`config.mk`:
```
export PLATFORM = sky130hd
export DESIGN_NAME = mmio_initiator
export DESIGN_NICKNAME = d
export VERILOG_FILES = /design/src/rtl/mmio_initiator.sv
export SDC_FILE = /design/constraint.sdc
export NUM_CORES = 1
export LEC_CHECK = 0
export CAP_MARGIN = 15
export CORE_MARGIN = 2
export CORE_UTILIZATION = 44
export DETAILED_ROUTE_END_ITERATION = 12
export PLACE_DENSITY = 0.9
export SLEW_MARGIN = 40
export SYNTH_ARGS = -nofsm -noshare
export SYNTH_HDL_FRONTEND = slang
export SYNTH_SLANG_ARGS = --single-unit
```
`constraint.sdc`:
```
create_clock -name clk -period 3.73 [get_ports clk]
set_clock_uncertainty 0.15 [all_clocks]
set_input_delay 1.119 -clock clk [delete_from_list [all_inputs] [get_ports clk]]
set_output_delay 1.119 -clock clk [all_outputs]
set_load 0.02 [all_outputs]
```
`src/rtl/mmio_initiator.sv`:
```
// mmio_initiator: turns a valid/ready command stream into single mem_valid/mem_ready bus transactions.
// Latency: command accept to rsp_valid is 2 cycles with a 1-cycle responder; at most one transaction per 4 cycles.
// Backpressure: cmd_ready only in IDLE; a response is held in RESP until rsp_ready. Timeout abort: MMIO_INITIATOR_TIMEOUT_EN.
module mmio_initiator #(
  parameter int TIMEOUT_CYCLES = 16
) (
  input  logic        clk,
  input  logic        resetn,
  input  logic        cmd_valid,
  output logic        cmd_ready,
  input  logic [31:0] cmd_addr,
  input  logic [31:0] cmd_wdata,
  input  logic [3:0]  cmd_wstrb,
  output logic        rsp_valid,
  input  logic        rsp_ready,
  output logic [31:0] rsp_rdata,
  output logic        rsp_err,
  output logic        mem_valid,
  output logic        mem_instr,
  input  logic        mem_ready,
  output logic [31:0] mem_addr,
  output logic [31:0] mem_wdata,
  output logic [3:0]  mem_wstrb,
  input  logic [31:0] mem_rdata
);

  // Counter width and terminal count are only meaningful for 1..65535.
  if ((TIMEOUT_CYCLES < 1) || (TIMEOUT_CYCLES > 65535)) begin : g_bad_timeout
    $error("mmio_initiator: TIMEOUT_CYCLES must be in 1..65535");
  end

  typedef enum logic [1:0] {
    IDLE = 2'd0,
    BUS  = 2'd1,
    RESP = 2'd2
  } state_t;

  state_t      state_q, state_d;
  logic        cmd_ready_q, cmd_ready_d;
  logic        mem_valid_q, mem_valid_d;
  logic [31:0] mem_addr_q, mem_addr_d;
  logic [31:0] mem_wdata_q, mem_wdata_d;
  logic [3:0]  mem_wstrb_q, mem_wstrb_d;
  logic        rsp_valid_q, rsp_valid_d;
  logic [31:0] rsp_rdata_q, rsp_rdata_d;

`ifdef MMIO_INITIATOR_TIMEOUT_EN
  localparam int CNT_W = $clog2(TIMEOUT_CYCLES + 1);
  localparam logic [CNT_W-1:0] CNT_MAX  = CNT_W'(TIMEOUT_CYCLES);
  localparam logic [CNT_W-1:0] CNT_LAST = CNT_W'(TIMEOUT_CYCLES - 1);

  logic [CNT_W-1:0] cnt_q, cnt_d;
  logic             rsp_err_q, rsp_err_d;
  logic             expire;

  // The edge that would bring the counter to TIMEOUT_CYCLES is the abort edge,
  // so mem_valid stays high for exactly TIMEOUT_CYCLES cycles.
  assign expire = (cnt_q >= CNT_LAST);
`endif

  // Next-state and next-output logic; every registered output defaults to hold.
  always_comb begin
    state_d     = state_q;
    mem_valid_d = mem_valid_q;
    mem_addr_d  = mem_addr_q;
    mem_wdata_d = mem_wdata_q;
    mem_wstrb_d = mem_wstrb_q;
    rsp_valid_d = rsp_valid_q;
    rsp_rdata_d = rsp_rdata_q;
`ifdef MMIO_INITIATOR_TIMEOUT_EN
    cnt_d       = cnt_q;
    rsp_err_d   = rsp_err_q;
`endif
    case (state_q)
      IDLE: begin
        if (cmd_valid && cmd_ready_q) begin
          mem_addr_d  = cmd_addr;
          mem_wdata_d = cmd_wdata;
          mem_wstrb_d = cmd_wstrb;
          mem_valid_d = 1'b1;
`ifdef MMIO_INITIATOR_TIMEOUT_EN
          cnt_d       = '0;
`endif
          state_d     = BUS;
        end
      end
      BUS: begin
        // A completion on the terminal-count edge still counts as success.
        if (mem_ready) begin
          mem_valid_d = 1'b0;
          rsp_rdata_d = (mem_wstrb_q == 4'h0) ? mem_rdata : 32'h0;
          rsp_valid_d = 1'b1;
`ifdef MMIO_INITIATOR_TIMEOUT_EN
          rsp_err_d   = 1'b0;
`endif
          state_d     = RESP;
        end
`ifdef MMIO_INITIATOR_TIMEOUT_EN
        else if (expire) begin
          mem_valid_d = 1'b0;
          rsp_rdata_d = 32'h0;
          rsp_err_d   = 1'b1;
          rsp_valid_d = 1'b1;
          cnt_d       = CNT_MAX;
          state_d     = RESP;
        end else begin
          cnt_d       = cnt_q + CNT_W'(1);
        end
`endif
      end
      RESP: begin
        // Late acks from an aborted responder land here and are ignored.
        if (rsp_ready) begin
          rsp_valid_d = 1'b0;
          state_d     = IDLE;
        end
      end
      default: begin
        mem_valid_d = 1'b0;
        rsp_valid_d = 1'b0;
        state_d     = IDLE;
      end
    endcase
    // Registered ready: RESP->IDLE plus one IDLE cycle keeps mem_valid low for >= 2 cycles.
    cmd_ready_d = (state_d == IDLE);
  end

  // State and registered outputs; reset drops any in-flight transaction silently.
  always_ff @(posedge clk or negedge resetn) begin
    if (!resetn) begin
      state_q     <= IDLE;
      cmd_ready_q <= 1'b0;
      mem_valid_q <= 1'b0;
      mem_addr_q  <= 32'h0;
      mem_wdata_q <= 32'h0;
      mem_wstrb_q <= 4'h0;
      rsp_valid_q <= 1'b0;
      rsp_rdata_q <= 32'h0;
    end else begin
      state_q     <= state_d;
      cmd_ready_q <= cmd_ready_d;
      mem_valid_q <= mem_valid_d;
      mem_addr_q  <= mem_addr_d;
      mem_wdata_q <= mem_wdata_d;
      mem_wstrb_q <= mem_wstrb_d;
      rsp_valid_q <= rsp_valid_d;
      rsp_rdata_q <= rsp_rdata_d;
    end
  end

`ifdef MMIO_INITIATOR_TIMEOUT_EN
  // Timeout counter and error flag.
  always_ff @(posedge clk or negedge resetn) begin
    if (!resetn) begin
      cnt_q     <= '0;
      rsp_err_q <= 1'b0;
    end else begin
      cnt_q     <= cnt_d;
      rsp_err_q <= rsp_err_d;
    end
  end

  assign rsp_err = rsp_err_q;
`else
  assign rsp_err = 1'b0;
`endif

  assign cmd_ready = cmd_ready_q;
  assign mem_valid = mem_valid_q;
  assign mem_addr  = mem_addr_q;
  assign mem_wdata = mem_wdata_q;
  assign mem_wstrb = mem_wstrb_q;
  assign rsp_valid = rsp_valid_q;
  assign rsp_rdata = rsp_rdata_q;
  assign mem_instr = 1'b0;

endmodule

```
==> run_summary.xml <==
<?xml version="1.0" encoding="UTF-8"?>
<metrics>
  <group name="global_route">
    <metric name="first_pass_grt_wire_length" unit="mm">18.05</metric>
    <metric name="grt_busiest_layer" unit="">met2</metric>
    <metric name="final_global_route_overflow_total" unit="">0</metric>
    <metric name="global_route.usage.met1" unit="">0.2463</metric>
    <metric name="grt_usage" unit="">0.2079</metric>
    <metric name="global_route.usage.met3" unit="">0.06266</metric>
    <metric name="initial_antenna_violation_count" unit="">0</metric>
    <metric name="global_route.usage.met2" unit="">0.3525</metric>
    <metric name="grt_start_max_net_pins" unit="">58</metric>
    <metric name="vias_in_the_first_global_route" unit="">3457</metric>
  </group>
  <group name="worst_setup_path">
    <metric name="timing.reg2reg.worst_path_depth" unit="">3</metric>
    <metric name="rrSetupSlack" unit="ns">1.83</metric>
    <metric name="data_arrival_critical_path" unit="ns">1.41</metric>
    <metric name="start_kind" unit="">flop</metric>
    <metric name="crit-reg2reg-capture" unit="">mem_wstrb[0]</metric>
    <metric name="path_class" unit="">flop to output port</metric>
    <metric name="cp_cell_sequence" unit="">clkdlybuf4s50_1</metric>
    <metric name="cp-startpoint" unit="">mem_wstrb[2]</metric>
    <metric name="critical_path_buf_inv_count" unit="">1</metric>
    <metric name="critical_path.max_stage_delay" unit="ns">0.65</metric>
    <metric name="critical_path.max_fanout" unit="">3</metric>
    <metric name="cp_num_cells" unit="">1</metric>
    <metric name="critPathRequiredTime" unit="ns">2.46</metric>
    <metric name="path_delay_family" unit="">buffers and inverters</metric>
    <metric name="critical_path.endpoint_type" unit="">output port</metric>
    <metric name="worst_path_max_delay_cell" unit="">clkdlybuf4s50_1</metric>
    <metric name="worst_r2r_startpoint" unit="">state_q[0]</metric>
    <metric name="cp-endpoint" unit="">mem_wstrb[2]</metric>
  </group>
  <group name="detailed_routing">
    <metric name="finalWirelength" unit="mm">11.04</metric>
    <metric name="first_iter_violations" unit="">125</metric>
    <metric name="remaining_drc_errors" unit="">0</metric>
    <metric name="detail_route.wl_per_cell" unit="um">17.11</metric>
    <metric name="vias" unit="">3164</metric>
    <metric name="ant_nets_after_route" unit="">0</metric>
    <metric name="first_pass_iters" unit="">4</metric>
    <metric name="via_per_inst" unit="">4.905</metric>
  </group>
  <group name="place">
    <metric name="globalplace.congestion" unit="">0.7431</metric>
    <metric name="placedCellCount" unit="">629</metric>
    <metric name="place_hpwl" unit="mm">8.080</metric>
    <metric name="placement.setup.worst_slack" unit="ns">0.8652</metric>
    <metric name="place.port_buffers" unit="">207</metric>
  </group>
  <group name="synth">
    <metric name="seq_area_frac_synth" unit="">0.5927</metric>
    <metric name="synth.ff_latch_count" unit="">105</metric>
    <metric name="ys_types" unit="">24</metric>
    <metric name="yosysWarnings" unit="">0</metric>
    <metric name="post_synth.cell_area_avg" unit="um^2">14.35</metric>
    <metric name="syn_area" unit="um^2">4433</metric>
    <metric name="synthesized_instance_count" unit="">309</metric>
  </group>
  <group name="clocking">
    <metric name="ctsResizeCount" unit="">0</metric>
    <metric name="tritoncts_buffers" unit="">9</metric>
    <metric name="cts_setup_buffers" unit="">0</metric>
    <metric name="clock_sink_count" unit="">105</metric>
    <metric name="ctsRootBufferMaster" unit="">clkbuf_8</metric>
    <metric name="hold_buffers" unit="">0</metric>
    <metric name="clk_pin_slew" unit="ns">0.09</metric>
    <metric name="cts-root-to-sink-buffers" unit="">2</metric>
    <metric name="clkLatencyLatePin" unit="ns">0.35</metric>
    <metric name="tritoncts" unit="">done</metric>
    <metric name="h-tree-depth" unit="">3</metric>
  </group>
  <group name="layout">
    <metric name="nNetsFinal" unit="">612</metric>
    <metric name="multi_input_comb_area" unit="um^2">1518</metric>
    <metric name="insertedDiodeCount" unit="">0</metric>
    <metric name="final_cells" unit="">645</metric>
    <metric name="fin_util" unit="">0.6895</metric>
    <metric name="nFillCells" unit="">714</metric>
    <metric name="area_delta_synth_final" unit="%">52.02</metric>
    <metric name="drive_above_1_share" unit="">0.2363</metric>
    <metric name="register_area" unit="um^2">2628</metric>
  </group>
  <group name="run_status">
    <metric name="outcome" unit="">completed</metric>
  </group>
  <group name="sta">
    <metric name="finalCritPeriodShare" unit="">0.7195</metric>
    <metric name="hold_viol" unit="">0</metric>
    <metric name="timing.final.setup_violations" unit="">0</metric>
    <metric name="setup_total_negative_slack" unit="ns">0</metric>
    <metric name="rsz0062_at_grt" unit="">no</metric>
    <metric name="max_clock_freq" unit="MHz">372.6</metric>
    <metric name="hold-worst-slack" unit="ns">0.3393</metric>
    <metric name="worst_slew_pin_slew" unit="ns">0.6418</metric>
    <metric name="post_layout_min_period" unit="ns">2.684</metric>
    <metric name="report.final.slew_viol_count" unit="">0</metric>
    <metric name="setup_ws" unit="ns">1.046</metric>
    <metric name="timing.slew.headroom" unit="">0.5721</metric>
  </group>
  <group name="floorplanning">
    <metric name="boundaryPins" unit="">210</metric>
    <metric name="fp.coreArea" unit="um^2">9774</metric>
    <metric name="die_width" unit="um">104.4</metric>
    <metric name="rows" unit="">36</metric>
    <metric name="die-height" unit="um">104.4</metric>
    <metric name="fp.dieArea" unit="um^2">10890</metric>
    <metric name="initial_utilization" unit="">0.4535</metric>
  </group>
  <group name="pwr">
    <metric name="power_frac_comb" unit="">0.533</metric>
    <metric name="pwr-share-seq" unit="">0.354</metric>
    <metric name="netSwitchingPower" unit="uW">2149</metric>
    <metric name="internal_power_summed_over_all_cells" unit="uW">3535</metric>
    <metric name="ir_worst_vdd" unit="mV">0.5055</metric>
    <metric name="netSwitchingFraction" unit="">0.3780</metric>
    <metric name="clock_power_share" unit="">0.113</metric>
    <metric name="cell_leakage_power" unit="uW">0.002732</metric>
    <metric name="pwr_density_cell" unit="nW/um^2">843.5</metric>
  </group>
  <group name="min_path">
    <metric name="holdCritPathClass" unit="">flop to flop</metric>
  </group>
  <group name="run">
    <metric name="cap_violations" unit="">0</metric>
  </group>
</metrics>
[worst min-delay path by stage]
stage                  startpoint       endpoint  slack, ns  cells past startpoint
global route        mem_wdata[23]  mem_wdata[23]       0.37                      1
CTS                     mem_valid      mem_valid       0.35                      1
detailed placement      mem_valid      mem_valid       0.32                      1
finish                  mem_valid      mem_valid       0.34                      1
floorplan              state_q[1]      rsp_valid       0.37                      1
global placement        mem_valid      mem_valid       0.31                      1
[cell usage after synthesis]
master | instances | area share
o2bb2ai_1 | 1 | 0.0020
a21oi_1 | 1 | 0.0011
inv_1 | 32 | 0.027
o32ai_2 | 30 | 0.11
clkbuf_1 | 5 | 0.0042
buf_12 | 3 | 0.014
o32ai_1 | 2 | 0.0040
nand2b_1 | 1 | 0.0014
nor2b_1 | 1 | 0.0014
mux2_2 | 68 | 0.17
buf_2 | 9 | 0.010
buf_4 | 8 | 0.014
nor2_1 | 1 | 0.00085
dfrtp_1 | 105 | 0.59
a21o_1 | 2 | 0.0034
or4_4 | 1 | 0.0025
buf_6 | 1 | 0.0025
a211oi_1 | 1 | 0.0017
nor4bb_1 | 1 | 0.0023
nand2_1 | 32 | 0.027
and3b_1 | 1 | 0.0020
conb_1 | 1 | 0.00085
o21bai_1 | 1 | 0.0017
o21ai_0 | 1 | 0.0011
[registers in the layout, summed over array words and instances, names as in the netlist]
| signal | flops |
|---|---|
| state_q | 2 |
| cmd_ready | 1 |
| rsp_rdata | 32 |
| mem_wstrb | 4 |
| mem_valid | 1 |
| rsp_valid | 1 |
| mem_wdata | 32 |
| mem_addr | 32 |
[logic make-up after synthesis]
group           share of synthesized area
flops                              0.5927
compound gates                     0.1250
simple gates                      0.03754
mux                                0.1727
buf+inv                           0.07113
other cells                     0.0008459
[final cells by class]
type,instances,share of cell area
Clock buffer,14,0.02414
Clock inverter,2,0.001857
Inverter,32,0.01782
Multi-Input combinational cell,147,0.2252
Sequential cell,105,0.3899
Tap cell,133,0.02469
Timing Repair Buffer,212,0.3164
[cell usage in the layout, fill, tap and decap left out, types with 2 or more instances in the layout]
master,synthesis,final
clkbuf_8,0,11
o32ai_2,30,30
buf_12,3,2
conb_1,1,2
clkbuf_1,5,3
nand2_1,32,32
o32ai_1,2,2
inv_1,32,32
buf_4,8,4
mux2_2,68,68
dfrtp_1,105,105
clkdlybuf4s50_1,0,206
a21o_1,2,2
[power by group through the flow]
stage               Combinational (uW)  Sequential (uW)  Clock, uW
floorplan                         1020             2650          0
global placement                  2980             1990          0
detailed placement                3060             2030          0
CTS                               3070             2020        666
global route                      3200             2090        710
finish                            3030             2010        640
[per-layer routing]
layer	share of wire	wire length, um	up-vias
met4	0.025	276	0
met3	0.078	857	21
met2	0.51	5664	131
li1	-	-	1451
met5	0	0	-
met1	0.38	4239	1561
[through the flow]
step	total power, uW	cell area, um^2
2_1_floorplan	3663	4437
3_3_place_gp	4973	6559
3_5_place_dp	5095	6564
4_1_cts	5759	6739
5_1_grt	5998	6739
6_report	5684	6739
No activity file was read; power rests on OpenSTA's default activity.
